==> config.mk <==
export PLATFORM = sky130hd
export DESIGN_NAME = uart_rx_sipo
export DESIGN_NICKNAME = d
export VERILOG_FILES = /design/src/rtl/uart_rx_sipo.sv
export SDC_FILE = /design/constraint.sdc
export NUM_CORES = 1
export LEC_CHECK = 0
export ABC_CLOCK_PERIOD_IN_PS = 3900
export CAP_MARGIN = 25
export CORE_MARGIN = 1.5
export CORE_UTILIZATION = 58
export DETAILED_ROUTE_END_ITERATION = 7
export PLACE_DENSITY = 0.81
export SYNTH_ARGS = -nofsm -noshare
export SYNTH_HDL_FRONTEND = slang
export SYNTH_SLANG_ARGS = --single-unit
==> constraint.sdc <==
create_clock -name clk -period 3.9 [get_ports clk]
set_input_delay 0.585 -clock clk [delete_from_list [all_inputs] [get_ports clk]]
set_output_delay 0.585 -clock clk [all_outputs]
set_load 0.02 [all_outputs]
==> src/rtl/uart_rx_sipo.sv <==
`default_nettype none
// ============================================================================
// Module      : uart_rx_sipo
// Description : UART receive deserializer. It has a 2-FF rx synchronizer, a
//               start-bit glitch filter, mid-bit sampling of 8 data bits
//               (MSB first) and a stop-bit check. It produces one byte and a
//               one-cycle status pulse per frame.
//               Optional macro UART_RX_PARITY_EN adds an even-parity bit
//               between the data bits and the stop bit, and adds the
//               parity_error output.
// Revision    : 1.0 - initial release
// ============================================================================
module uart_rx_sipo #(
  parameter int CLKS_PER_BIT = 16
) (
  input  logic       clk,
  input  logic       reset,
  input  logic       rx,
  output logic [7:0] data_out,
  output logic       data_valid,
  output logic       framing_error,
`ifdef UART_RX_PARITY_EN
  output logic       parity_error,
`endif
  output logic       busy
);

  // Offset from the synchronized start edge to the first sample point.
  localparam int HALF_BIT = CLKS_PER_BIT / 2;
  localparam int c_CNT_W  = $clog2(CLKS_PER_BIT);

  localparam logic [c_CNT_W-1:0] c_CNT_ONE   = c_CNT_W'(1);
  localparam logic [c_CNT_W-1:0] c_HALF_LAST = c_CNT_W'(HALF_BIT - 1);
  localparam logic [c_CNT_W-1:0] c_BIT_LAST  = c_CNT_W'(CLKS_PER_BIT - 1);

  typedef enum logic [2:0] {
    S_IDLE      = 3'd0,
    S_START     = 3'd1,
    S_DATA      = 3'd2,
    S_STOP      = 3'd3,
`ifdef UART_RX_PARITY_EN
    S_PARITY    = 3'd5,
`endif
    S_WAIT_HIGH = 3'd4
  } state_t;

  logic               rx_meta_q;
  logic               rx_s_q;
  state_t             state_q,  state_d;
  logic [c_CNT_W-1:0] cnt_q,    cnt_d;
  logic [2:0]         idx_q,    idx_d;
  logic [7:0]         shift_q,  shift_d;
  logic [7:0]         dout_q,   dout_d;
  logic               valid_q,  valid_d;
  logic               ferr_q,   ferr_d;
`ifdef UART_RX_PARITY_EN
  logic               par_q,    par_d;
  logic               perr_q,   perr_d;
`endif

  // Two-flop synchronizer for the asynchronous rx line; it idles high.
  always_ff @(posedge clk or negedge reset) begin
    if (!reset) begin
      rx_meta_q <= 1'b1;
      rx_s_q    <= 1'b1;
    end else begin
      rx_meta_q <= rx;
      rx_s_q    <= rx_meta_q;
    end
  end

  // State, counters, shift register and output registers.
  always_ff @(posedge clk or negedge reset) begin
    if (!reset) begin
      state_q <= S_IDLE;
      cnt_q   <= '0;
      idx_q   <= '0;
      shift_q <= '0;
      dout_q  <= '0;
      valid_q <= 1'b0;
      ferr_q  <= 1'b0;
`ifdef UART_RX_PARITY_EN
      par_q   <= 1'b0;
      perr_q  <= 1'b0;
`endif
    end else begin
      state_q <= state_d;
      cnt_q   <= cnt_d;
      idx_q   <= idx_d;
      shift_q <= shift_d;
      dout_q  <= dout_d;
      valid_q <= valid_d;
      ferr_q  <= ferr_d;
`ifdef UART_RX_PARITY_EN
      par_q   <= par_d;
      perr_q  <= perr_d;
`endif
    end
  end

  // Next-state logic: bit timing, sampling and frame checks.
  always_comb begin
    state_d = state_q;
    cnt_d   = cnt_q;
    idx_d   = idx_q;
    shift_d = shift_q;
    dout_d  = dout_q;
    valid_d = 1'b0;
    ferr_d  = 1'b0;
`ifdef UART_RX_PARITY_EN
    par_d   = par_q;
    perr_d  = 1'b0;
`endif

    case (state_q)
      S_IDLE: begin
        cnt_d = '0;
        idx_d = '0;
        if (!rx_s_q) begin
          // The cycle in which rx_s was first seen low is the first count
          // of the start bit. This places the check HALF_BIT cycles after
          // rx_s fell.
          state_d = S_START;
          cnt_d   = c_CNT_ONE;
        end
      end

      S_START: begin
        if (cnt_q == c_HALF_LAST) begin
          cnt_d   = '0;
          idx_d   = '0;
          // A line that is high again at mid-start is a glitch. No frame.
          state_d = rx_s_q ? S_IDLE : S_DATA;
        end else begin
          cnt_d = cnt_q + c_CNT_ONE;
        end
      end

      S_DATA: begin
        if (cnt_q == c_BIT_LAST) begin
          cnt_d   = '0;
          shift_d = {shift_q[6:0], rx_s_q};
          idx_d   = idx_q + 3'd1;
          if (idx_q == 3'd7) begin
`ifdef UART_RX_PARITY_EN
            state_d = S_PARITY;
`else
            state_d = S_STOP;
`endif
          end
        end else begin
          cnt_d = cnt_q + c_CNT_ONE;
        end
      end

`ifdef UART_RX_PARITY_EN
      S_PARITY: begin
        if (cnt_q == c_BIT_LAST) begin
          cnt_d   = '0;
          par_d   = rx_s_q;
          state_d = S_STOP;
        end else begin
          cnt_d = cnt_q + c_CNT_ONE;
        end
      end
`endif

      S_STOP: begin
        if (cnt_q == c_BIT_LAST) begin
          cnt_d = '0;
          if (rx_s_q) begin
            state_d = S_IDLE;
`ifdef UART_RX_PARITY_EN
            // Even parity: the data bits and the parity bit must XOR to 0.
            if (par_q ^ (^shift_q)) begin
              perr_d = 1'b1;
            end else begin
              dout_d  = shift_q;
              valid_d = 1'b1;
            end
`else
            dout_d  = shift_q;
            valid_d = 1'b1;
`endif
          end else begin
            // A bad stop bit outranks a parity error. Wait for the line to
            // go high so a break is not taken as a new start bit.
            ferr_d  = 1'b1;
            state_d = S_WAIT_HIGH;
          end
        end else begin
          cnt_d = cnt_q + c_CNT_ONE;
        end
      end

      S_WAIT_HIGH: begin
        cnt_d = '0;
        if (rx_s_q) begin
          state_d = S_IDLE;
        end
      end

      default: begin
        state_d = S_IDLE;
        cnt_d   = '0;
        idx_d   = '0;
      end
    endcase
  end

  assign data_out      = dout_q;
  assign data_valid    = valid_q;
  assign framing_error = ferr_q;
`ifdef UART_RX_PARITY_EN
  assign parity_error  = perr_q;
`endif
  assign busy          = (state_q != S_IDLE);

endmodule
`default_nettype wire

==> run metrics, run 1 <==
status=completed; pre-CTS setup slack=between 1.5 and 2 ns; TritonCTS Buffers=5; Slew headroom=69.5%; Final WS setup=1.49 ns; Register-to-Register Path Depth=4; Routed Antenna Nets=0; critical path class=reg2out; core area=between 2000 and 2500 um^2; Vias/cell=~5.7; met3 WL=95 um; num ports=14; Clock transition at path regs=around 0.090 ns; die width=between 50 and 60 um; Detailed Route Iter0 Violations=9; Final Hold Vio Count=0; commonest non-fill, non-tap cells in the layout=28 x dfrtp_1, 13 x clkdlybuf4s50_1, 8 x mux2_4, 8 x mux2_2, 5 x clkbuf_4; Max clock buf depth=2; register share of total power=between 50% and 60%; Internal=a little over 0.0005 W; Warnings, synthesis=0; Area Overhead vs Synth=14.3%; Critical Path End Type=primary output; Hold Crit Class=reg2reg; total of max-cap violations=0; # setup viols final=0; r2r setup slk=around 2 ns; ant diodes=0; RSZ-0062 raised after global routing=no; fillcell total=about 160; Post-CTS Hold Buffers=0; Crit-path slowest cell=clkdlybuf4s50_1; number of H-tree levels=2; ranking of synthesized cells by area=dfrtp_1 53%, mux2_4 9.1%, mux2_2 6.8%; P_leak=approximately 0.69 nW; CP cell instances=or3_1 > clkdlybuf4s50_1; placed cells=~130; fmax=~0.41 GHz; DP HPWL=roughly 1400 um; Critical Path AT=around 1.8 ns; Worst-Skew Late Latency=approximately 0.32 ns; fin cells=~140; Slew Viols, Final=0; initial antenna violation count=0; period utilization=61.9%; Initial Util=60.5%; number of global-route vias before repair=790; die area=2580 um^2; Pwr Density=495 nW/um^2; Setup Skew=around 0.0046 ns; Critical Path Start Type=flip-flop; Post-Syn Area per Cell=about 14 um^2; worst-path fanout max=15; DR WL/cell=14.4 um; CTS root buffer=clkbuf_4; DRT met1 WL=between 900 and 1000 um; switching share of power=a little under a third; setup TNS=0 ns; synthesized area=about 1300 um^2; Yosys cell types=34; Nets=between 100 and 150; post-layout min period=approximately 2.4 ns; Worst Setup SP=state_q[2]; I/O Buffers=13; Yosys reg bits=30; Clock power frac=between 20% and 30%; Die Y=50.8 um; WL final=a little over 2000 um; area leader, netlist=dfrtp_1; DRC Markers=0; total number of vias=804; Synth Net Count=102; metal2 WL=between 900 and 1000 um; Sw Pwr=between 0.0002 and 0.00025 W; slowest stage delay, CP=between 0.5 and 0.6 ns; CTS tree=yes; Yosys top cell area share=between 50% and 60%; most common cell after layout, fill and taps aside=dfrtp_1; WP data required=between 3 and 4 ns; Initial DRT Pass Iterations=2; Resize count post-CTS=0; fraction of layout cells with a size suffix above 1=26.5%; global-route wire length before repair=~3400 um; grt total ovfl=0; worst r2r src=cnt_q[0]; uppermost layer routed=met4; Syn Inst Count=96; Combinational Power Share=between 20% and 30%; sequential fraction of the synthesis area=56.8%; GRT Overall Usage=approximately a fifth; FF-to-FF End=data_out[1]; Core Rows=17; CTS Sinks=30; worst setup path end=busy; Slew @ Worst Pin=~0.46 ns; RePlAce Congestion=around 0.8; WHS=~0.36 ns; postcts setup bufs=0; largest net degree at the start of global routing=31; Peak VDD IR=just over 0.4 mV
-- synthesized netlist by cell type --
master,count
o21ai_0,3
nand2_1,2
a211o_2,1
xnor2_1,1
a21oi_1,2
nand3_1,2
a211oi_1,1
dfstp_2,2
buf_12,1
and3_4,1
a22oi_1,1
ha_1,3
mux2_2,8
o22ai_1,1
mux2_4,8
dfrtp_1,28
nor3_1,2
and3b_2,1
and3_1,1
xor2_1,2
nand2_2,1
nand4b_1,1
a32oi_1,2
inv_1,1
nor3b_1,3
a41oi_1,1
a2111oi_0,1
clkbuf_1,3
or3_1,1
nand3b_1,4
buf_6,1
nor2_1,4
a311oi_1,1
nor4b_1,1
-- metrics by stage --
| step | power, W | cell area [um^2] | utilization, % |
|---|---|---|---|
| floorplan | 0.000526 | 1330 | - |
| detailed placement | 0.000566 | 1460 | 66.5 |
| finish | 0.000750 | 1520 | 69.2 |
| CTS | 0.000753 | 1520 | 69.2 |
| global route | 0.000794 | 1520 | 69.2 |
| global placement | 0.000559 | 1460 | 66.5 |
-- critical path, delay by kind of cell, from the launching register on --
kind | cells | cell delay, ns
AND/OR/NAND/NOR | 1 | 0.44
flip-flops | 1 | 0.52
buffers and inverters | 1 | 0.55
-- registers in the layout, indices dropped and copies added (netlist names) --
signal / count
idx_q: 3
cnt_q: 4
state_q: 3
data_valid: 1
framing_error: 1
rx_s_q: 1
shift_q: 8
data_out: 8
rx_meta_q: 1
-- per-layer routing --
| layer | GRT usage, % | vias up |
|---|---|---|
| li1 | - | 385 |
| met1 | 23.6 | 398 |
| met2 | 26.8 | 17 |
| met3 | 8.77 | 4 |
| met4 | 11.3 | 0 |
| met5 | 0 | - |
-- power groups by stage --
stage | registers (W) | clock network (W) | logic (W)
6_report | 0.000409 | 0.000188 | 0.000153
5_1_grt | 0.000417 | 0.000209 | 0.000169
4_1_cts | 0.000407 | 0.000193 | 0.000153
3_5_place_dp | 0.000414 | 0 | 0.000152
3_3_place_gp | 0.000409 | 0 | 0.000150
2_1_floorplan | 0.000387 | 0 | 0.000140
-- layout make-up --
cell class / instances / area, um^2 / area share, %
flip-flops and latches: 30 / 753 / 49.7
well taps: 28 / 35.0 / 2.31
clock buffers: 7 / 55.1 / 3.63
multi-input cells: 60 / 527 / 34.7
inverters: 1 / 3.75 / 0.248
repair buffers: 14 / 138 / 9.08
clock inverters: 1 / 5.00 / 0.330
-- cells by family after synthesis --
| logic type | after synthesis | synth area share, % |
|---|---|---|
| muxes | 16 | 15.8 |
| and+or+nand+nor | 24 | 11.5 |
| xor gates and xnor gates | 3 | 1.98 |
| DFF | 30 | 56.8 |
| AOI/OAI and AO/OA | 14 | 7.55 |
| adders and majority gates | 3 | 2.83 |
| buffers and inverters | 6 | 3.49 |
-- worst min path at each step --
| stage | startpoint | to | slack, ns | depth (start not counted) |
|---|---|---|---|---|
| global placement | rx_meta_q | rx_s_q | 0.35 | 0 |
| detailed placement | rx_meta_q | rx_s_q | 0.35 | 0 |
| finish | rx_meta_q | rx_s_q | 0.36 | 0 |
| floorplan | reset | cnt_q[0] | 0.29 | 0 |
| CTS | rx_meta_q | rx_s_q | 0.36 | 0 |
| global route | rx_meta_q | rx_s_q | 0.37 | 0 |
(Power assumes the default switching activity.)
==> run 2: changes to the inputs <==
- ABC_CLOCK_PERIOD_IN_PS: 3900 -> 2200
- CORE_UTILIZATION: 58 -> 49
- PLACE_DENSITY: 0.81 -> 0.73
- clock period: 3.9 -> 2.2 ns (I/O delays scaled with it)
==> run 2 against run 1 <==
  * Critical path depth unchanged
  * Worst hold slack barely moved
  * Sequential share of layout area decreased by 0.53 points
  * Combinational power increased by 82%
  * Final area up 1.2%
  * Sequential cell count unchanged
  * Critical path type unchanged
  * Largest cell class unchanged
  * Largest power group unchanged
==> run metrics, run 2 (same netlist as run 1, synthesis figures left out) <==
status=completed; Pwr Density=between 800 and 900 nW/um^2; Max clock buf depth=2; fillcell total=between 200 and 250; CP cell instances=or3_1 > clkdlybuf4s50_1; FF/Latch Area=approximately 750 um^2; Die Y=55.0 um; initial antenna violation count=0; WP data required=between 1.5 and 2 ns; Post-CTS Hold Buffers=0; number of global-route vias before repair=740; Setup Skew=0.00713 ns; Clock power frac=about a quarter; RSZ-0062 raised after global routing=no; CTS Sinks=30; commonest non-fill, non-tap cells in the layout=27 x dfrtp_1, 13 x clkdlybuf4s50_1, 8 x mux2_4, 8 x mux2_2, 5 x clkbuf_4; number of H-tree levels=2; DP HPWL=approximately 1500 um; num ports=14; ant diodes=0; Slew Viols, Final=0; Combinational Power Share=between 20% and 30%; die area=between 3000 and 4000 um^2; Sw Pwr=approximately 0.00042 W; I/O Buffers=13; TritonCTS Buffers=5; grt total ovfl=0; period utilization=between 90% and 100%; Peak VDD IR=~0.63 mV; register share of total power=54.1%; worst r2r src=state_q[2]; Slew @ Worst Pin=0.521 ns; CTS tree=yes; Power Total=between 0.001 and 0.0015 W; DP Area=roughly 1500 um^2; P_leak=about 0.70 nW; Critical Path End Type=primary output; Register-to-Register Path Depth=4; core area=2520 um^2; Initial Util=between 50% and 60%; DRC Markers=0; Hold Crit Endpoint=rx_s_q; multi-input logic area=approximately 530 um^2; setup TNS=0 ns; worst-path fanout max=13; FF-to-FF End=shift_q[3]; largest net degree at the start of global routing=31; GRT Overall Usage=between 10% and 20%; Clock transition at path regs=around 0.09 ns; Detailed Route Iter0 Violations=18; Slew headroom=65.2%; Routed Antenna Nets=0; Area Overhead vs Synth=15.8%; total of max-cap violations=0; Worst-Skew Late Latency=0.33 ns; postcts setup bufs=0; RePlAce Congestion=around 0.83; Crit-path slowest cell=clkdlybuf4s50_1; slowest stage delay, CP=approximately 0.55 ns; global-route wire length before repair=approximately 3700 um; Resize count post-CTS=0; WL final=around 2200 um; total number of vias=810; switching share of power=between 30 and 40%; # setup viols final=0; r2r setup slk=roughly 0.45 ns; Hold Crit Class=reg2reg; fmax=roughly 0.48 GHz; Internal=a little over 0.0009 W; Initial DRT Pass Iterations=4; Critical Path AT=~1.8 ns; fraction of layout cells with a size suffix above 1=28.7%; Core Rows=18; Final Hold Vio Count=0; DR WL/cell=around 16 um; post-route cell area=~1500 um^2; Vias/cell=5.59; critical path class=reg2out; most common cell after layout, fill and taps aside=dfrtp_1; CTS root buffer=clkbuf_4; Nets=between 100 and 150; post-layout min period=about 2.1 ns; worst hold start=rx_meta_q; Critical Path Start Type=flip-flop; die width=55.0 um; Hold Crit Depth=0
run 2: per-stage QoR:
step | setup WS [ns] | hold slack, ns | util [%] | instances
3_5_place_dp | 0.423 | 0.348 | 58.4 | 137
6_report | 0.102 | 0.362 | 60.9 | 145
3_3_place_gp | 0.458 | 0.348 | 58.4 | 137
5_1_grt | 0.0432 | 0.367 | 60.9 | 145
2_1_floorplan | 0.537 | 0.0344 | - | 96
4_1_cts | 0.0432 | 0.361 | 60.8 | 145
run 2: critical path: cells and delay by family, from the launching register on:
kind                   cells  cell delay, ns
buffers and inverters      1            0.55
AND/OR/NAND/NOR            1            0.39
flip-flops                 1            0.50
run 2: area by class of cell:
class,instances,area share [%]
Sequential cell,30,49.1
Multi-Input combinational cell,60,34.3
Timing Repair Buffer,16,9.94
Clock buffer,7,3.59
Tap cell,30,2.44
Clock inverter,1,0.326
Inverter,1,0.244
run 2: power by group through the flow:
stage | registers [W] | clock network (W) | logic (W)
floorplan | 0.000685 | 0 | 0.000248
global placement | 0.000726 | 0 | 0.000270
detailed placement | 0.000732 | 0 | 0.000279
CTS | 0.000721 | 0.000351 | 0.000279
global route | 0.000741 | 0.000376 | 0.000310
finish | 0.000726 | 0.000339 | 0.000278
run 2: worst max-delay path by stage:
stage | startpoint | to | slack [ns]
4_1_cts | state_q[1] | busy | 0.04
3_5_place_dp | state_q[1] | busy | 0.42
5_1_grt | state_q[1] | busy | 0.04
6_report | state_q[1] | busy | 0.10
3_3_place_gp | state_q[1] | busy | 0.46
2_1_floorplan | cnt_q[0] | data_out[0] | 0.54
run 2: per-layer routing:
layer	part of all wire (%)	global-route usage [%]	up-vias
li1	-	-	391
met1	48	25.2	397
met2	45	25.6	17
met3	5.1	8.06	5
met4	2.1	8.54	0
met5	0	0	-
==> run 3: changes to the inputs <==
- ABC_AREA: not set -> 1
- CORE_UTILIZATION: 49 -> 50
- PLACE_DENSITY: 0.73 -> 0.74
==> run 3 against run 2 <==
  * Sequential power shrank 6.1%
  * Final area grew 5.4%
  * Cell count is 37% higher
  * Setup slack gained 0.13 ns
  * Fmax up 6.9%
  * Die area is 3.9% higher
  * Largest cell class unchanged
  * Synthesized area is 6.2% higher
  * Sequential share of layout area shrank 2.6 points
==> run metrics, run 3 <==
P_leak=0.774 nW; Crit-path slowest cell=clkdlybuf4s50_1; critical path class=reg2out; Core Rows=19; Area Overhead vs Synth=14.8%; Setup Skew=roughly 0.0047 ns; Initial Util=between 50 and 60%; core area=between 2000 and 3000 um^2; CTS tree=yes; grt total ovfl=0; die width=~56 um; RePlAce Congestion=between 0.8 and 0.9; Slew @ Worst Pin=roughly 0.36 ns; Max clock buf depth=2; number of H-tree levels=2; FF/Latch Area=between 700 and 800 um^2; number of enable flip-flop cells after synthesis=0; ant diodes=0; Post-CTS Hold Buffers=0; Yosys top cell area share=49.7%; Detailed Route Iter0 Violations=21; Power Total=~0.0015 W; post-layout min period=1.96 ns; critical path's top delay family=buffers and inverters; Initial DRT Pass Iterations=4; num ports=14; global-route wire length before repair=about 4300 um; total number of vias=990; Syn Inst Count=148; multi-input logic area=553 um^2; worst-path fanout max=6; initial antenna violation count=0; Main synth FF type=dfrtp_1; Synth Net Count=~150; I/O Buffers=13; Critical Path AT=around 1.6 ns; Nets=approximately 170; Peak VDD IR=around 0.69 mV; ranking of synthesized cells by area=dfrtp_1 50%, nand2_1 9.6%, o21ai_2 6.2%; period utilization=89.2%; area leader, netlist=dfrtp_1; setup TNS=0 ns; largest net degree at the start of global routing=31; synthesized area=1410 um^2; Post-Syn Area per Cell=between 9 and 10 um^2; Clock transition at path regs=0.09 ns; post-route cell area=between 1500 and 2000 um^2; DRC Markers=0; WP data required=about 1.9 ns; Critical Path End Type=primary output; most frequently used cell type in the post-synthesis netlist=nand2_1; number of global-route vias before repair=between 900 and 1,000; Warnings, synthesis=0; Post-synth top cells=36 x nand2_1, 28 x dfrtp_1, 19 x inv_1; most common cell after layout, fill and taps aside=nand2_1; slowest stage delay, CP=around 0.54 ns; WL final=~2300 um; fmax=between 0.5 and 0.6 GHz; CTS root buffer=clkbuf_4; sequential fraction of the synthesis area=between 50% and 60%; Post-synth ARST share=100%; fillcell total=between 200 and 250; Final Hold Vio Count=0; DP Area=roughly 1600 um^2; Slew headroom=75.5%; WHS=0.360 ns; CP cell instances=nor2_4 > nand2_1 > clkdlybuf4s50_1; Yosys cell types=22; Die Y=56.1 um; WP buf/inv=1; Resize count post-CTS=0; commonest non-fill, non-tap cells in the layout=36 x nand2_1, 28 x dfrtp_1, 19 x inv_1, 13 x clkdlybuf4s50_1; Vias/cell=approximately 5.0; Yosys reg bits=30; postcts setup bufs=0; CTS Sinks=30; TritonCTS Buffers=5; DR WL/cell=11.8 um; DP HPWL=1660 um; # setup viols final=0; Hold Crit Class=reg2reg; Slew Viols, Final=0; Worst-Skew Late Latency=0.33 ns; fraction of layout cells with a size suffix above 1=between 15 and 20%; status=completed; Pwr Density=937 nW/um^2; RSZ-0062 raised after global routing=no; total of max-cap violations=0; GRT Overall Usage=about 18%; Routed Antenna Nets=0; Critical Path Start Type=flip-flop; die area=between 3000 and 4000 um^2
[run 3: layout make-up]
| type | instances | share of cell area, % |
|---|---|---|
| sequential | 30 | 46.6 |
| multi-input combinational | 95 | 34.2 |
| timing repair buffer | 14 | 8.51 |
| inverter | 20 | 4.64 |
| clock buffer | 7 | 3.40 |
| tap | 31 | 2.40 |
| clock inverter | 1 | 0.309 |
[run 3: cell families (layout without fill, tap and decap cells)]
group,Yosys count,after routing,synth area share (%)
buffers and inverters,23,42,7.28
XOR/XNOR,1,1,0.622
adder cells (fa/ha/maj),3,3,2.66
AND/OR/NAND/NOR,72,72,26.5
AO/OA/AOI/OAI,19,19,9.50
flip-flops,30,30,53.5
[run 3: metal layers]
layer  up-vias  wire [um]  GRT usage (%)
li1        501          -              -
met1       466       1080           21.8
met2        17       1110           27.4
met3         6        117           8.37
met4         0         37           7.82
met5         -          0              0
[run 3: path summary, 6_finish.rpt]
kind	start	end	slack [ns]	cells after the start
worst max-delay path	state_q[2]	busy	0.24	3
worst min-delay path	rx_meta_q	rx_s_q	0.36	0
worst max register to register	cnt_q[0]	data_out[1]	0.68	6
worst min register to register	rx_meta_q	rx_s_q	0.36	0
max in group asynchronous	reset	rx_meta_q	1.50	2
min in group asynchronous	reset	idx_q[2]	0.38	2
[run 3: worst reg2reg max path: stages, from the launching register on]
cell,delay (ns)
dfrtp_1,0.39
ha_1,0.22
nand3_2,0.17
inv_1,0.19
nand3_4,0.24
nand2_1,0.15
o21ai_2,0.06
[run 3: power by group]
group	total (W)	switching, W	internal, W	leakage (nW)
combinational	0.000495	0.000315	0.000181	0.333
clock	0.000338	0.000184	0.000155	0.0353
sequential	0.000682	0.0000723	0.000610	0.405
[run 3: through the flow]
step / setup WS [ns] / cells / util [%]
detailed placement: 0.604 / 190 / 57.5
finish: 0.237 / 198 / 59.7
global route: 0.146 / 198 / 59.7
floorplan: 0.849 / 148 / -
global placement: 0.632 / 190 / 57.5
CTS: 0.237 / 198 / 59.7
